$ cat config.mk
export PLATFORM = sky130hd
export DESIGN_NAME = onchip_mem_arbiter
export DESIGN_NICKNAME = d
export VERILOG_FILES = /design/src/rtl/onchip_mem_arbiter.sv
export SDC_FILE = /design/constraint.sdc
export NUM_CORES = 1
export LEC_CHECK = 0
export ABC_AREA = 1
export CORE_AREA = 4 4 104 106
export CTS_BUF_LIST = sky130_fd_sc_hd__clkbuf_16
export CTS_CLUSTER_DIAMETER = 100
export DETAILED_ROUTE_END_ITERATION = 8
export DIE_AREA = 0 0 108 110
export RECOVER_POWER = 100
export SLEW_MARGIN = 40
export SYNTH_ARGS = -nofsm -noshare
export SYNTH_HDL_FRONTEND = slang
export SYNTH_SLANG_ARGS = --single-unit
$ cat constraint.sdc
create_clock -name clk -period 5.5 [get_ports clk]
set_input_delay 1.65 -clock clk [delete_from_list [all_inputs] [get_ports clk]]
set_output_delay 1.65 -clock clk [all_outputs]
set_load 0.005 [all_outputs]
$ cat src/rtl/onchip_mem_arbiter.sv
// onchip_mem_arbiter: round-robin two-master Avalon-MM front end for the
// single-port on-chip RAM, with sticky per-master out-of-range flags.
module onchip_mem_arbiter #(
  parameter int unsigned ADDR_W = 17,
  parameter int unsigned DATA_W = 32,
  parameter int unsigned DEPTH = 100000,
  parameter logic [DATA_W-1:0] OOR_DATA = '0
) (
  input  logic                clk,
  input  logic                reset_n,
  input  logic [ADDR_W-1:0]   m0_address,
  input  logic [DATA_W/8-1:0] m0_byteenable,
  input  logic                m0_read,
  input  logic                m0_write,
  input  logic [DATA_W-1:0]   m0_writedata,
  output logic                m0_waitrequest,
  output logic [DATA_W-1:0]   m0_readdata,
  output logic                m0_readdatavalid,
  input  logic [ADDR_W-1:0]   m1_address,
  input  logic [DATA_W/8-1:0] m1_byteenable,
  input  logic                m1_read,
  input  logic                m1_write,
  input  logic [DATA_W-1:0]   m1_writedata,
  output logic                m1_waitrequest,
  output logic [DATA_W-1:0]   m1_readdata,
  output logic                m1_readdatavalid,
  output logic [ADDR_W-1:0]   mem_address,
  output logic [DATA_W/8-1:0] mem_byteenable,
  output logic                mem_chipselect,
  output logic                mem_write,
  output logic [DATA_W-1:0]   mem_writedata,
  output logic                mem_clken,
  input  logic [DATA_W-1:0]   mem_readdata,
  input  logic                err_clr,
  output logic                m0_err,
  output logic                m1_err
);

  logic req0, req1;
  logic gnt0, gnt1, gnt;
  logic last_grant;
  logic wr, rd, oor;
  logic rd_pend, rd_owner, rd_oor;
  logic [DATA_W-1:0] rdata;

  assign req0 = m0_read | m0_write;
  assign req1 = m1_read | m1_write;

  // On a tie the master that did not win last time is granted.
  assign gnt1 = reset_n & req1 & (~req0 | ~last_grant);
  assign gnt0 = reset_n & req0 & ~gnt1;
  assign gnt  = gnt0 | gnt1;

  assign m0_waitrequest = reset_n & req0 & ~gnt0;
  assign m1_waitrequest = reset_n & req1 & ~gnt1;

  always_comb begin
    mem_address    = m0_address;
    mem_byteenable = m0_byteenable;
    mem_writedata  = m0_writedata;
    wr             = m0_write;
    unique case (1'b1)
      gnt1: begin
        mem_address    = m1_address;
        mem_byteenable = m1_byteenable;
        mem_writedata  = m1_writedata;
        wr             = m1_write;
      end
      default: ;
    endcase
  end

  assign oor = 32'(mem_address) >= DEPTH;
  assign rd  = gnt & ~wr;

  assign mem_chipselect = gnt & ~oor;
  assign mem_write      = gnt & wr & ~oor;
  assign mem_clken      = 1'b1;

  always_ff @(posedge clk or negedge reset_n) begin
    if (!reset_n) begin
      last_grant <= 1'b1;
      rd_pend    <= 1'b0;
      rd_owner   <= 1'b0;
      rd_oor     <= 1'b0;
      m0_err     <= 1'b0;
      m1_err     <= 1'b0;
    end else begin
      if (gnt) last_grant <= gnt1;
      rd_pend <= rd;
      if (rd) begin
        rd_owner <= gnt1;
        rd_oor   <= oor;
      end
      // A new out-of-range hit outranks a simultaneous clear.
      m0_err <= (gnt0 & oor) | (m0_err & ~err_clr);
      m1_err <= (gnt1 & oor) | (m1_err & ~err_clr);
    end
  end

  assign rdata            = rd_oor ? OOR_DATA : mem_readdata;
  assign m0_readdata      = rdata;
  assign m1_readdata      = rdata;
  assign m0_readdatavalid = rd_pend & ~rd_owner;
  assign m1_readdatavalid = rd_pend & rd_owner;

endmodule
==> results.md, run 1 <==
- Count of mapped cells out of synthesis: 342
- Worst Tran Pin Value: 0.574 ns
- Ratio of routed vias to standard cells: 3.84
- Gp weighted congestion: 0.798
- Area Overhead vs Synth: 166%
- Most instantiated library cell after synthesis: sky130_fd_sc_hd__nand2_1
- Number of I/O pins: between 200 and 300
- Setup repair after global routing missed its margin: false
- Number of endpoints failing setup at the final stage: 0
- Setup repair bufs after CTS: 0
- Maximum number of pins on one net before global-route repair: 43
- CP arrival: 3.63 ns
- Commonest cells in the netlist: sky130_fd_sc_hd__nand2_1, sky130_fd_sc_hd__inv_1, sky130_fd_sc_hd__nor2_1, sky130_fd_sc_hd__buf_4, sky130_fd_sc_hd__clkbuf_1
- Synth Flop Type: sky130_fd_sc_hd__dfrtp_1
- Worst Hold Launch: m1_err$_DFF_PN0_
- Global-route usage over all layers: 14.0%
- Class of the tightest hold or removal check: flip-flop to flip-flop
- Cells taking the most area after synthesis: sky130_fd_sc_hd__nand2_1, sky130_fd_sc_hd__buf_4, sky130_fd_sc_hd__inv_1
- Worst Clk Skew: around 0.0035 ns
- Static leakage: 2.27 nW
- Final hold vios: 0
- Number of synthesized register bits: 6
- Core Rows: 36
- Worst min-delay path endpoint: m1_err$_DFF_PN0_
- Power Density: ~150 nW/um^2
- Number of antenna cells inserted: 0
- Critical setup path kind: input pin to output port
- Register-to-register setup slack: 3.73 ns
- Synth warn: 0
- Max H-tree Level: 1
- Worst ir drop on vdd: about 0.074 mV
- Die span in y: 110 microns
- Remaining antenna violation count after routing: 0
- Final total power: ~0.64 mW
- Total congestion overflow: 0
- Area of the die: 11900 sq um
- Sequential area share after synthesis: a little under a tenth
- NumNets Final: 724
- Number of port buffers: approximately 270
- Later-pin clock latency in the skew report: 0.23 ns
- Clock-pin slew on the worst setup and hold paths: 0.04 ns
- Critical Path Source Type: input pin
- Data required time of the worst path: just under 4 ns
- Detail Placement HPWL: 8360 microns
- Ratio of cells with drive above 1 in the final layout: 3.98%
- EDFF count, synth: 0
- Distinct cell type count after synthesis: 27
- Relative slew slack: 61.7%
- Total via count after detailed routing: about 2700
- Initial core utilization: roughly 17%
- Clock tree from TritonCTS: built
- Clock Sink Count: 6
- Fraction of post-synthesis cell area in the top cell type by area: 35.6%
- Startpoint of the lowest-slack register-to-register path: last_grant$_DFFE_PN1N_
- Period Utilization, post-route: 96.0%
- Number of cells traversed by the worst register-to-register path: 11
- Syn_nets: 487
- Synth async-reset ratio: 100%
- Count of max-cap constraint violations: 0
- Post-Synthesis Cell Area: approximately 1600 sq um
- Result of the run: completed
- Number of global-route vias before repair: 2726
- Achievable Freq: approximately 190 MHz
- Reg-to-Reg End: rd_owner$_DFFE_PN0P_
- Iteration-0 DRC count of the detailed router: between 40 and 50
- Max-slew violation total from the final report: 0
- Biggest fanout along the worst timing path: 35
- Post-route setup TNS: 0 ns
- Nature of the critical path endpoint: output port
- Buffers from clock root to sink, at most: 2
- Hold Path Depth: 2
- Number of antenna violations at the first check in global routing: 0
- Post-synthesis area per instance: between 4 and 5 sq um
- Drt total wl: 9200 microns
- Root buf cell: sky130_fd_sc_hd__clkbuf_16
- Drt first pass iters: 4
- Routed WL per cell: 12.9 microns
- Library cell occupying the most area in the post-synthesis netlist: sky130_fd_sc_hd__nand2_1
- Standard cell core area: between 9000 and 10000 sq um
- Number of remaining DRC errors: 0
- Cts bufs inserted: 3
- Final Util: 44.9%
- Die W: 108 microns
- First-pass GRT wire length: 13200 microns
- Final min period: 5.28 ns
==> repair_timing <==
action	4_1_cts	5_1_grt
hold buffers	0	0
gates resized for setup	0	7
endpoints found under the setup margin	0	2
hold endpoints to repair	0	0
==> area by class of cell <==
cell class / count / area [sq um]
well taps: 133 / 166
repair buffers: 279 / 2790
flip-flops and latches: 6 / 153
fillers: 1034 / 5390
inverters: 63 / 236
multi-input cells: 226 / 960
clock buffers: 3 / 75.1
clock inverters: 1 / 3.75
==> cell usage in the layout (no fill, tap or decap) <==
cell                              count
sky130_fd_sc_hd__nand2_2              1
sky130_fd_sc_hd__o21ai_2              2
sky130_fd_sc_hd__dfstp_2              1
sky130_fd_sc_hd__nor2_4               1
sky130_fd_sc_hd__nand3_1              6
sky130_fd_sc_hd__or2_1                1
sky130_fd_sc_hd__nand2_8              1
sky130_fd_sc_hd__dfrtp_1              4
sky130_fd_sc_hd__clkdlybuf4s50_1    151
sky130_fd_sc_hd__o21ai_1              3
sky130_fd_sc_hd__clkbuf_16            3
sky130_fd_sc_hd__buf_4                7
sky130_fd_sc_hd__nor2_1              39
sky130_fd_sc_hd__conb_1               1
sky130_fd_sc_hd__clkbuf_1             1
sky130_fd_sc_hd__inv_2                1
sky130_fd_sc_hd__o21a_1               1
sky130_fd_sc_hd__o21ai_4              1
sky130_fd_sc_hd__a21oi_1              2
sky130_fd_sc_hd__nor2_8               1
sky130_fd_sc_hd__dfrtp_2              1
sky130_fd_sc_hd__nand2_1            156
sky130_fd_sc_hd__nor3_1               1
sky130_fd_sc_hd__inv_1               63
sky130_fd_sc_hd__dlygate4sd3_1      116
sky130_fd_sc_hd__nand3b_1             5
sky130_fd_sc_hd__dlymetal6s4s_1       2
sky130_fd_sc_hd__o21ai_0              3
sky130_fd_sc_hd__nor2_2               1
sky130_fd_sc_hd__buf_12               2
==> routing by layer <==
metal | vias up | track usage [%] | wire length (microns)
li1 | 1416 | - | -
met3 | 6 | 5.71 | 1320
met4 | 0 | 3.34 | 117
met1 | 1152 | 13.5 | 2960
met2 | 157 | 27.5 | 4800
met5 | - | 0 | 0
==> per-stage QoR <==
stage | area (sq um) | setup WS, ns | instances | hold WS [ns]
2_1_floorplan | 1650 | 1.22 | 342 | 0.462
3_3_place_gp | 4300 | 0.0695 | 707 | 0.484
3_5_place_dp | 4300 | 0.0181 | 707 | 0.481
4_1_cts | 4380 | 0.00831 | 711 | 0.495
5_1_grt | 4390 | 0.112 | 711 | 0.519
6_report | 4390 | 0.218 | 711 | 0.481
==> worst max path at each step <==
stage	startpoint	endpoint	slack (ns)
3_5_place_dp	m1_write	mem_chipselect	0.02
3_3_place_gp	m1_write	mem_chipselect	0.07
2_1_floorplan	m0_write	mem_chipselect	1.22
6_report	reset_n	mem_writedata[31]	0.22
4_1_cts	m1_write	mem_chipselect	0.008
5_1_grt	reset_n	mem_writedata[31]	0.11
==> state kept, by name, summed over array words and instances, names as in the netlist <==
register	cells
last_grant	1
m0_err	1
m1_err	1
rd_oor	1
rd_owner	1
rd_pend	1
==> cells by family after synthesis <==
logic type	synth area share, %
AND/OR/NAND/NOR	52.7
AO/OA/AOI/OAI	4.71
other	0.228
flip-flops	9.19
buffers and inverters	33.1
==> power by group <==
part	total (mW)	leakage (nW)	switching, mW	internal, mW
logic	0.449	2.15	0.166	0.282
clock network	0.120	0.0423	0.0256	0.0944
registers	0.0683	0.0742	0.0170	0.0513
total	0.637	2.27	0.209	0.428
==> critical path, stage by stage <==
cell and delay, ns:
sky130_fd_sc_hd__dlygate4sd3_1 0.56, sky130_fd_sc_hd__inv_1 0.11, sky130_fd_sc_hd__nor2_8 0.16, sky130_fd_sc_hd__nand2_8 0.11, sky130_fd_sc_hd__inv_2 0.11, sky130_fd_sc_hd__buf_12 0.19
sky130_fd_sc_hd__nand2_1 0.06, sky130_fd_sc_hd__nand2_1 0.06, sky130_fd_sc_hd__dlygate4sd3_1 0.60
(Power assumes the default switching activity.)
==> run 2, diff against run 1 <==
ABC_CLOCK_PERIOD_IN_PS = 6200   (was not set)
clock period = 6.2 ns   (was 5.5 ns; I/O delays follow)
==> results.md, run 2 (synthesis gave the netlist of run 1 again) <==
- Number of I/O pins: 271 (unchanged)
- Top library cells by usage in the layout, fill and taps aside: sky130_fd_sc_hd__nand2_1, sky130_fd_sc_hd__clkdlybuf4s50_1, sky130_fd_sc_hd__dlygate4sd3_1, sky130_fd_sc_hd__inv_1, sky130_fd_sc_hd__nor2_1
- Detail Placement HPWL: 8190 microns (-2.0%)
- Number of endpoints failing setup at the final stage: 0 (unchanged)
- Post-route setup TNS: 0 ns (unchanged)
- Max H-tree Level: 1 (unchanged)
- Achievable Freq: between 150 and 200 MHz
- Clock tree from TritonCTS: built
- Number of antenna violations at the first check in global routing: 0 (unchanged)
- Worst Tran Pin Value: 0.576 ns (+0.00219 ns)
- Clock Sink Count: 6 (unchanged)
- Clock-pin slew on the worst setup and hold paths: 0.03 ns (about the same)
- Number of global-route vias before repair: 2582 (-5.3%)
- Critical setup path kind: input pin to output port
- Area Overhead vs Synth: 162%
- Die W: 108 microns (unchanged)
- Ratio of cells with drive above 1 in the final layout: 2.62% (-1.4 points)
- Number of antenna cells inserted: 0 (unchanged)
- Area of the die: 11900 sq um (unchanged)
- Drt total wl: 8970 microns (-2.5%)
- First-pass GRT wire length: 12900 microns (-1.7%)
- Worst hold margin: 0.481 ns (+0.000581 ns)
- Total congestion overflow: 0 (unchanged)
- Setup repair after global routing missed its margin: false
- Worst Clk Skew: 0.00266 ns (-0.000797 ns)
- Commonest non-fill, non-tap cell in the layout: sky130_fd_sc_hd__nand2_1
- Static leakage: 2.21 nW (-2.6%)
- Final hold vios: 0 (unchanged)
- Number of port buffers: 269 (unchanged)
- Max-slew violation total from the final report: 0 (unchanged)
- Later-pin clock latency in the skew report: 0.23 ns (about the same)
- Period Utilization, post-route: a little over nine tenths
- Filler cell count: 1024 (-0.97%)
- CP arrival: 4.15 ns (+0.52 ns)
- Power Density: 128 nW/um^2 (-12%)
- Buffers from clock root to sink, at most: 2 (unchanged)
- Final min period: 6.01 ns
- Die span in y: 110 microns (unchanged)
- Class of the tightest hold or removal check: flip-flop to flip-flop
- NumNets Final: 719 (-0.69%)
- Maximum number of pins on one net before global-route repair: 41 (-4.7%)
- Remaining antenna violation count after routing: 0 (unchanged)
- Nature of the critical path endpoint: output port
- Gp weighted congestion: 0.736 (-7.8%)
- Data required time of the worst path: 4.34 ns (+0.49 ns)
- Core Rows: 36 (unchanged)
- Root buf cell: sky130_fd_sc_hd__clkbuf_16
- Ratio of routed vias to standard cells: 3.82 (-0.55%)
- Initial core utilization: 16.8% (unchanged)
- Total via count after detailed routing: 2697 (-1.2%)
- Final Util: 44.1% (-0.77 points)
- Routed WL per cell: 12.7 microns (-1.8%)
- Fin area: 4310 sq um (-1.7%)
- Total instance count after detailed placement: 702 (-0.71%)
- Drt first pass iters: 4 (unchanged)
- Cts bufs inserted: 3 (unchanged)
- Standard cell core area: 9770 sq um (unchanged)
- Area after detailed placement: 4240 sq um (-1.5%)
- Biggest fanout along the worst timing path: 33 (-5.7%)
- Result of the run: completed
- Number of standard cells in the final layout excluding fillers: 706 (-0.70%)
- Iteration-0 DRC count of the detailed router: 60 (+28%)
- Critical Path Source Type: input pin
- Number of remaining DRC errors: 0 (unchanged)
- Worst ir drop on vdd: 0.113 mV (+54%)
- Relative slew slack: 61.6% (-0.15 points)
- Global-route usage over all layers: 13.7% (-0.25 points)
- Count of max-cap constraint violations: 0 (unchanged)
-- run 2: changes by cell type in the layout (fill, tap and decap cells not counted), sizes merged --
| cell | before | now |
|---|---|---|
| clkdlybuf4s50 | 151 | 155 |
| dlymetal6s4s | 2 | 0 |
| buf | 9 | 1 |
| clkbuf | 4 | 7 |
| dlygate4sd3 | 116 | 114 |
-- run 2: area by class of cell --
cell class	instances	area, sq um	area share (%)
well taps	133	166	3.86
clock inverters	1	3.75	0.0870
repair buffers	274	2720	63.1
inverters	63	236	5.48
flip-flops and latches	6	153	3.54
clock buffers	3	75.1	1.74
multi-input cells	226	956	22.2
-- run 2: stage by stage --
step           power [mW]  worst slack, ns
5_1_grt             0.599           0.0229
3_5_place_dp        0.496            0.121
3_3_place_gp        0.492            0.229
2_1_floorplan       0.215             1.50
6_report            0.553            0.190
4_1_cts             0.603            0.108
-- run 2: final timing paths --
path,startpoint,endpoint,slack (ns),cells after the start
setup / recovery,m0_write,mem_writedata[16],0.19,8
min in group asynchronous,reset_n,rd_pend$_DFF_PN0_,2.02,2
hold reg to reg,last_grant$_DFFE_PN1N_,last_grant$_DFFE_PN1N_,0.48,2
hold / removal,last_grant$_DFFE_PN1N_,last_grant$_DFFE_PN1N_,0.48,2
setup reg to reg,last_grant$_DFFE_PN1N_,m1_err$_DFF_PN0_,4.57,8
max in group asynchronous,reset_n,last_grant$_DFFE_PN1N_,3.87,2
-- run 2: layer usage --
metal / track usage (%) / part of all wire [%] / vias up
met5: 0 / 0 / -
met3: 6.29 / 14 / 6
met4: 2.98 / 1.3 / 0
met2: 26.2 / 52 / 159
li1: - / - / 1411
met1: 13.6 / 33 / 1121
-- run 2: where the power goes --
group / total [mW] / leakage (nW) / switching [mW] / internal (mW)
logic: 0.389 / 2.09 / 0.144 / 0.244
registers: 0.0607 / 0.0742 / 0.0152 / 0.0455
clock network: 0.104 / 0.0423 / 0.0206 / 0.0835
total: 0.553 / 2.21 / 0.180 / 0.373
-- run 2: worst max-delay path: stages --
cell	delay, ns
sky130_fd_sc_hd__dlygate4sd3_1	0.60
sky130_fd_sc_hd__o21ai_4	0.24
sky130_fd_sc_hd__nand2_8	0.14
sky130_fd_sc_hd__inv_1	0.15
sky130_fd_sc_hd__clkbuf_4	0.37
sky130_fd_sc_hd__nand2_1	0.09
sky130_fd_sc_hd__nand2_1	0.08
sky130_fd_sc_hd__dlygate4sd3_1	0.61
-- run 2: timing repair --
item / in CTS / in global routing
setup endpoints to repair: 0 / 2
resized for setup: 0 / 4
hold buffers: 0 / 0
setup buffers: 0 / 0
